[src/rtl/uart_fifo16_rx.sv]
// 8N1 UART transmitter/receiver with a 16-entry first-word-fall-through RX FIFO.
// Define UART_RX_OVERRUN_EN to add the sticky rx_overrun output.
module uart_fifo16_rx #(
   parameter int CLK_DIVIDER = 1302
) (
   input  logic       clk,
   input  logic       reset,
   output logic       serial_out,
   input  logic       serial_in,
   input  logic [7:0] write_data,
   input  logic       write_strobe,
   output logic       write_rdy,
   output logic [7:0] rd_data,
   output logic       rd_rdy,
   input  logic       rd_strobe,
   output logic       wr_rdy,
`ifdef UART_RX_OVERRUN_EN
   output logic       rx_overrun,
`endif
   output logic       halffull
);

   localparam int CW = $clog2(CLK_DIVIDER);

   typedef enum logic [1:0] {
      TX_IDLE, TX_START, TX_DATA, TX_STOP
   } tx_state_e;

   typedef enum logic [2:0] {
      RX_IDLE, RX_START, RX_DATA, RX_STOP, RX_BREAK
   } rx_state_e;

   tx_state_e      tx_state_q, tx_state_d;
   logic [CW-1:0]  tx_cnt_q, tx_cnt_d;
   logic [2:0]     tx_bit_q, tx_bit_d;
   logic [7:0]     tx_shift_q, tx_shift_d;

   rx_state_e      rx_state_q, rx_state_d;
   logic [CW-1:0]  rx_cnt_q, rx_cnt_d;
   logic [2:0]     rx_bit_q, rx_bit_d;
   logic [7:0]     rx_shift_q, rx_shift_d;
   logic [2:0]     sync_q, sync_d;
   logic           push_q, push_d;

   logic [7:0]     mem_q [16];
   logic [3:0]     wptr_q, wptr_d;
   logic [3:0]     rptr_q, rptr_d;
   logic [4:0]     cnt_q, cnt_d;
   logic           ovr_q, ovr_d;

   logic tx_last, rx_last, rx_half, rx_s, rx_prev;
   logic full, empty, do_push, do_pop;

   assign tx_last = tx_cnt_q == CW'(CLK_DIVIDER - 1);
   assign rx_last = rx_cnt_q == CW'(CLK_DIVIDER - 1);
   assign rx_half = rx_cnt_q == CW'(CLK_DIVIDER / 2 - 1);
   assign rx_s    = sync_q[1];
   assign rx_prev = sync_q[2];

   always_comb begin
      tx_state_d = tx_state_q;
      tx_cnt_d   = tx_cnt_q;
      tx_bit_d   = tx_bit_q;
      tx_shift_d = tx_shift_q;
      case (tx_state_q)
         TX_IDLE: begin
            if (write_strobe) begin
               tx_shift_d = write_data;
               tx_cnt_d   = '0;
               tx_state_d = TX_START;
            end
         end
         TX_START: begin
            tx_cnt_d = tx_cnt_q + CW'(1);
            if (tx_last) begin
               tx_cnt_d   = '0;
               tx_bit_d   = '0;
               tx_state_d = TX_DATA;
            end
         end
         TX_DATA: begin
            tx_cnt_d = tx_cnt_q + CW'(1);
            if (tx_last) begin
               tx_cnt_d   = '0;
               tx_shift_d = {1'b0, tx_shift_q[7:1]};
               tx_bit_d   = tx_bit_q + 3'd1;
               if (tx_bit_q == 3'd7) tx_state_d = TX_STOP;
            end
         end
         TX_STOP: begin
            tx_cnt_d = tx_cnt_q + CW'(1);
            if (tx_last) begin
               tx_cnt_d   = '0;
               tx_state_d = TX_IDLE;
            end
         end
         default: tx_state_d = TX_IDLE;
      endcase
   end

   assign write_rdy  = tx_state_q == TX_IDLE;
   assign serial_out = (tx_state_q == TX_START) ? 1'b0 :
                       (tx_state_q == TX_DATA)  ? tx_shift_q[0] : 1'b1;

   // Bit timer restarts on the falling edge; START checks the bit centre.
   always_comb begin
      sync_d     = {sync_q[1:0], serial_in};
      rx_state_d = rx_state_q;
      rx_cnt_d   = rx_cnt_q;
      rx_bit_d   = rx_bit_q;
      rx_shift_d = rx_shift_q;
      push_d     = 1'b0;
      case (rx_state_q)
         RX_IDLE: begin
            if (rx_prev && !rx_s) begin
               rx_cnt_d   = '0;
               rx_state_d = RX_START;
            end
         end
         RX_START: begin
            rx_cnt_d = rx_cnt_q + CW'(1);
            if (rx_half) begin
               rx_cnt_d   = '0;
               rx_bit_d   = '0;
               rx_state_d = rx_s ? RX_IDLE : RX_DATA;
            end
         end
         RX_DATA: begin
            rx_cnt_d = rx_cnt_q + CW'(1);
            if (rx_last) begin
               rx_cnt_d   = '0;
               rx_shift_d = {rx_s, rx_shift_q[7:1]};
               rx_bit_d   = rx_bit_q + 3'd1;
               if (rx_bit_q == 3'd7) rx_state_d = RX_STOP;
            end
         end
         RX_STOP: begin
            rx_cnt_d = rx_cnt_q + CW'(1);
            if (rx_last) begin
               rx_cnt_d   = '0;
               push_d     = rx_s;
               rx_state_d = rx_s ? RX_IDLE : RX_BREAK;
            end
         end
         RX_BREAK: begin
            if (rx_s) rx_state_d = RX_IDLE;
         end
         default: rx_state_d = RX_IDLE;
      endcase
   end

   // Full is judged before any same-cycle pop.
   assign full    = cnt_q == 5'd16;
   assign empty   = cnt_q == 5'd0;
   assign do_push = push_q && !full;
   assign do_pop  = rd_strobe && !empty;

   always_comb begin
      wptr_d = wptr_q + {3'b0, do_push};
      rptr_d = rptr_q + {3'b0, do_pop};
      cnt_d  = cnt_q + {4'b0, do_push} - {4'b0, do_pop};
      ovr_d  = ovr_q;
      if (push_q && full) ovr_d = 1'b1;
      else if (do_pop)    ovr_d = 1'b0;
   end

   assign rd_data  = empty ? 8'h00 : mem_q[rptr_q];
   assign rd_rdy   = !empty;
   assign wr_rdy   = !full;
   assign halffull = cnt_q >= 5'd8;
`ifdef UART_RX_OVERRUN_EN
   assign rx_overrun = ovr_q;
`endif

   always_ff @(posedge clk) begin
      if (do_push) mem_q[wptr_q] <= rx_shift_q;
   end

   always_ff @(posedge clk or negedge reset) begin
      if (!reset) begin
         tx_state_q <= TX_IDLE;
         tx_cnt_q   <= '0;
         tx_bit_q   <= '0;
         tx_shift_q <= '0;
         rx_state_q <= RX_IDLE;
         rx_cnt_q   <= '0;
         rx_bit_q   <= '0;
         rx_shift_q <= '0;
         sync_q     <= 3'b111;
         push_q     <= 1'b0;
         wptr_q     <= '0;
         rptr_q     <= '0;
         cnt_q      <= '0;
         ovr_q      <= 1'b0;
      end else begin
         tx_state_q <= tx_state_d;
         tx_cnt_q   <= tx_cnt_d;
         tx_bit_q   <= tx_bit_d;
         tx_shift_q <= tx_shift_d;
         rx_state_q <= rx_state_d;
         rx_cnt_q   <= rx_cnt_d;
         rx_bit_q   <= rx_bit_d;
         rx_shift_q <= rx_shift_d;
         sync_q     <= sync_d;
         push_q     <= push_d;
         wptr_q     <= wptr_d;
         rptr_q     <= rptr_d;
         cnt_q      <= cnt_d;
         ovr_q      <= ovr_d;
      end
   end

endmodule

[config.mk]
export PLATFORM = sky130hd
export DESIGN_NAME = uart_fifo16_rx
export DESIGN_NICKNAME = d
export VERILOG_FILES = /design/src/rtl/uart_fifo16_rx.sv
export SDC_FILE = /design/constraint.sdc
export NUM_CORES = 1
export LEC_CHECK = 0
export CORE_ASPECT_RATIO = 1.5
export CORE_MARGIN = 3
export CORE_UTILIZATION = 56
export DETAILED_ROUTE_END_ITERATION = 6
export PLACE_DENSITY = 0.8
export SLEW_MARGIN = 20
export SYNTH_ARGS = -nofsm -noshare
export SYNTH_HDL_FRONTEND = slang
export SYNTH_SLANG_ARGS = --single-unit
[constraint.sdc]
create_clock -name clk -period 2.7 [get_ports clk]
set_clock_uncertainty 0.1 [all_clocks]
set_input_delay 0.54 -clock clk [delete_from_list [all_inputs] [get_ports clk]]
set_output_delay 0.54 -clock clk [all_outputs]
set_load 0.03 [all_outputs]
* Word-level counts from Yosys, hierarchy flattened
Memory sizes are Yosys's and may differ from the RTL's.
Cells that the tools add are included.
** Storage, ports and cells
- Flip-flop bits (word level) :: 66
- Bits in writable memories :: 128
- Bits of input ports :: 13
- Output and inout port bits :: 13
- Logic and storage cells :: 107
- Memories :: 1
** Memories
- mem_q :: words 16, width 8, rd ports 1, clocked after memory_dff 0, wr ports 1, line 45 : logic [7:0] mem_q [16];
** Operators by class
- Add/subtract/negate cells :: 8
- Magnitude comparators :: 1
- Equal/unequal tests :: 24
- Multiplexer cells :: 38
- Reduce and logical (&&, ||, !) cells :: 22
** Operators with widths (number)
- 11-bit two-way mux :: 5
- 3-bit two-way mux :: 11
- 11-bit case mux with 3 select lines :: 1
- 8-bit two-way mux :: 3
- 11-bit by 1-bit adder with 11-bit output, second input constant :: 2
- 11-bit equality test, second input constant :: 2
- 2-bit inequality test, second input constant :: 11
- 11-bit case mux with 2 select lines :: 1
- 8-bit case mux with 2 select lines :: 1
- 3-bit case mux with 5 select lines :: 1
- 2-bit two-way mux :: 6
- 3-bit case mux with 2 select lines :: 2
- 11-bit by 10-bit equality test with 1-bit output, second input constant :: 1
- 3-bit equality test, second input constant :: 3
- 3-bit AND reduction :: 3
- 4-bit by 1-bit adder with 4-bit output :: 2
- 2-bit case mux with 4 select lines :: 1
- 3-bit by 1-bit adder with 3-bit output, second input constant :: 2
- 3-bit by 2-bit equality test with 1-bit output, second input constant :: 2
- 1-bit two-way mux :: 6
- 6-bit AND reduction :: 1
- 2-bit nonzero test :: 3
- 5-bit by 1-bit adder with 5-bit output :: 1
- 5-bit equality test, second input constant :: 1
- 15 further kinds :: 21

* Longest topological paths before layout
Gate-level depths: netlist of run 1.
- Word-level depth :: 5
- Gate-level depth with buffers :: 12
- Gate-level depth less buffers :: 12

* Worst setup path after synthesis of run 1
Ideal clock, no wire load.
- Kind :: flip-flop to output port
- Start :: register rptr_q[1]
- End :: output rd_data[0]
- Arrival :: 1.926 ns
- Required time :: 2.060 ns
- Slack :: 0.134 ns
- Cell stages (with the launch flop) :: 6
- Buffers on the path :: 2
- Path through :: dfrtp_1 -> clkbuf_1 -> clkbuf_1 -> mux4_2 -> mux4_2 -> and2_1
** On the way
- Longest elaborated chain between the ends :: 2
** RTL lines
- start: declaration :: line 47 : logic [3:0] rptr_q, rptr_d;
- start signal: assignment :: line 207 : rptr_q <= rptr_d;
- memory read 16 x 8 bit
- 8-bit two-way mux :: line 167 : assign rd_data = empty ? 8'h00 : mem_q[rptr_q];
- end: declaration :: line 13 : output logic [7:0] rd_data,
No other way between the ends.

* Final worst setup path of run 1
- Start :: register rptr_q[0]
- End :: output rd_data[7]
The elaborated chain is that of the path after synthesis.

==> flow_summary_export.csv, run 1 <==
group,metric,value,unit
clock_network,clockBufferDepth,2,
sta,min_period,3.04,ns
worst_setup_path,worstSetupPathType,"register to output port",
sta,fin_hold_ws,0.258,ns
min_path,hold_depth,0,
worst_setup_path,crit_start,"rptr_q[0]",
clock_network,htreeDepth,4,
detailed_routing,vias_per_cell,6.04,
final_layout,n_antenna_cell,0,
placed_design,gp_congestion,0.829,
final_layout,drive_above_1_share,0.269,
worst_setup_path,cp_max_fo,7,
placed_design,dp_cells,772,
detailed_routing,wl_per_cell,21.5,um
global_route,antenna_found_initial,0,
power_and_ir_drop,seqPwrFrac,0.426,
worst_setup_path,end_kind,"output port",
power_and_ir_drop,switchingPower,2.68,mW
logic_synthesis,yosys_register_bits,194,
worst_setup_path,critPathRequiredTime,2.06,ns
sta,finalSetupViolations,8,
logic_synthesis,synth.distinct_cells,54,
clock_network,clock_sinks,194,
sta,worst_slack,-0.344,ns
floorplanning,row_count,54,
logic_synthesis,synth-async-reset-ratio,0.340,
clock_network,path_clk_slew,0.07,ns
placed_design,portBuffers,25,
floorplanning,die_height,156,um
sta,min_period_over_period,1.13,
logic_synthesis,yosysWarnings,0,
global_route,grt-ovfl-total,0,
sta,rsz0062_at_grt,"true",
sta,worst_pin_slew,0.722,ns
placed_design,dp_hpwl,11.5,mm
detailed_routing,wl,17.4,mm
worst_setup_path,rr_endpoint,"cnt_q[4]",
clock_network,clock_latency,0.43,ns
min_path,hold_start,"sync_q[0]",
global_route,grt_usage,0.221,
power_and_ir_drop,combPwrFrac,0.284,
floorplanning,core-area,14700,sq um
floorplanning,dieArea,16600,sq um
worst_setup_path,start_kind,"register",
worst_setup_path,worst-r2r-cell-count,12,
min_path,min_path_type,"register to register",
min_path,hold_end,"sync_q[1]",
power_and_ir_drop,irDropWorstVdd,724,uV
worst_setup_path,slowest_stage,"mux4_2",
sta,maxSlewHeadroom,0.517,
sta,finalSetupTns,-2.67,ns
floorplanning,die_w,106,um
power_and_ir_drop,p_leak,3.39,nW
worst_setup_path,worstPathArrival,2.40,ns
power_and_ir_drop,finalPower,8.59,mW
power_and_ir_drop,pwr-share-clk,0.290,
final_layout,nets,642,
outcome,status,"complete, but fails checks",
worst_setup_path,reg2reg_from,"cnt_q[2]",
clock_network,cts_tree,"built",
power_and_ir_drop,power.share.switching,0.312,
logic_synthesis,syn_area,8430,sq um
logic_synthesis,seq_area_frac_synth,0.652,
detailed_routing,drt_first_pass_iters,5,
logic_synthesis,syn_area_per_cell,15.6,sq um
global_route,grt_pass1_vias,5138,
power_and_ir_drop,p_per_area,872,nW/um^2
clock_network,cts_root_buffer,"clkbuf_16",
detailed_routing,drtIter0Drc,357,
flow_run,cap_viol_max_count,0,
worst_setup_path,crit_chain,"buf_8 -> buf_6 -> mux4_2 -> mux4_2 -> and2_4 -> buf_6",
logic_synthesis,synth_edf_count,128,
global_route,grt_pass1_wl,27.7,mm
logic_synthesis,syn_nets,578,
floorplanning,ios,26,
power_and_ir_drop,p_int,5.91,mW
outcome,violations,"setup timing",
final_layout,utilization,0.672,
final_layout,fin_cells,812,
sta,hold_viol,0,
detailed_routing,ant_nets,0,
logic_synthesis,synthCells,539,
sta,fmax,329,MHz
global_route,grt_start_max_net_pins,40,
sta,slew_viol_final,0,
final_layout,area_growth,16.9,%
detailed_routing,vias,4905,
clock_network,cts_made_buffers,17,
worst_setup_path,reg2reg_setup_slack,0.12,ns
floorplanning,start_util,0.575,
final_layout,final_cell_mix,"128 x edfxtp_1, 62 x dfrtp_1, 40 x mux4_2",
logic_synthesis,synthFlopType,"edfxtp_1",
detailed_routing,drc,0,
worst_setup_path,slowest_delay,0.48,ns
final_layout,layout_commonest_cell,"edfxtp_1",
==> cells in the mapped netlist (3+ instances only) <==
master,count,area share
a22oi_1,3,0.0027
o21bai_1,3,0.0027
inv_1,28,0.012
nor3_1,13,0.0077
and2_1,9,0.0067
o22ai_1,4,0.0030
nor2b_1,3,0.0022
buf_2,4,0.0024
or3_1,4,0.0030
nor2_1,33,0.015
o31a_1,3,0.0031
buf_6,3,0.0040
nand3_1,14,0.0083
a31oi_1,4,0.0030
ha_1,25,0.037
a22o_1,5,0.0052
nand4_1,9,0.0067
nand2_1,23,0.010
dfstp_2,3,0.0094
mux2_2,20,0.027
nand2b_1,6,0.0045
xor2_1,8,0.0083
clkbuf_1,13,0.0058
dfrtp_1,63,0.19
a21oi_1,10,0.0059
o211ai_1,4,0.0036
and4b_1,3,0.0036
o21ai_0,15,0.0089
xnor2_1,5,0.0052
mux4_2,40,0.11
edfxtp_1,128,0.46
==> worst max-delay path, delay by kind of cell (launching register included) <==
kind / cells / cell delay (ns)
multiplexers: 2 / 0.94
flip-flops: 1 / 0.45
buffers and inverters: 3 / 0.40
AND/OR/NAND/NOR: 1 / 0.18
==> per-stage QoR <==
stage | setup slack (ns) | cell area (sq um)
after CTS | -0.427 | 9850
after floorplan | 0.134 | 8430
after global placement | -0.350 | 9100
final | -0.344 | 9860
after global routing | -0.443 | 9860
after detailed placement | -0.392 | 9100
==> sequential cells by signal, summed over array words and instances, names as in the netlist, 2 cells and up <==
register,cells
rptr_q,4
rx_shift_q,8
tx_cnt_q,11
tx_shift_q,8
tx_bit_q,3
tx_state_q,2
rx_bit_q,3
wptr_q,4
mem_q,128
sync_q,3
cnt_q,5
rx_state_q,3
rx_cnt_q,11
==> power groups by stage <==
stage	registers, mW	clock network, mW	logic [mW]
global route	3.69	2.64	2.67
CTS	3.64	2.53	2.45
detailed placement	3.70	0	2.21
global placement	3.69	0	2.11
floorplan	3.57	0	1.69
finish	3.66	2.49	2.44
==> routing by layer <==
metal	vias to the layer above	wire length [um]	global-route usage
met5	-	0	0
met4	0	659	0.0926
met3	49	798	0.0413
met2	155	9760	0.404
met1	2505	6230	0.254
li1	2196	-	-
==> cell type report <==
type,count,area [sq um]
sequential,194,5500
fill,983,4810
multi-input combinational,296,2770
timing repair buffer,66,647
clock buffer,17,425
tap,196,245
clock inverter,15,166
inverter,28,105
==> cells by family after synthesis <==
family | share of synthesized area
flip-flops | 0.652
AND/OR/NAND/NOR | 0.0840
buffers and inverters | 0.0251
adder cells (fa/ha/maj) | 0.0395
XOR/XNOR | 0.0135
AO/OA/AOI/OAI | 0.0481
multiplexers | 0.137
==> worst max path at each step <==
stage	endpoint	depth (start not counted)	slack [ns]
4_1_cts	rd_data[3]	6	-0.43
3_5_place_dp	rd_data[7]	5	-0.39
5_1_grt	rd_data[6]	6	-0.44
2_1_floorplan	rd_data[0]	5	0.13
3_3_place_gp	rd_data[4]	5	-0.35
6_report	rd_data[7]	6	-0.34
==> repair_timing <==
item                                   CTS  global route
setup buffers                            7             1
endpoints found under the hold margin    2             0
cloned                                   1             0
hold buffers                             1             0
resized for setup                       74            10
setup endpoints to repair               10            11
pin swaps                                0             2
Power figures use the tool's default switching activity.
==> inputs of run 2 (changes only) <==
- CAP_MARGIN: unset -> 15
==> results of run 2 <==
Same layout as run 1: the final DEF is identical, and so are final timing and power.
==> inputs of run 3 (changes only) <==
- CAP_MARGIN: 15 -> 10
==> results of run 3 <==
Same layout as run 1: the final DEF is identical, and so are final timing and power.
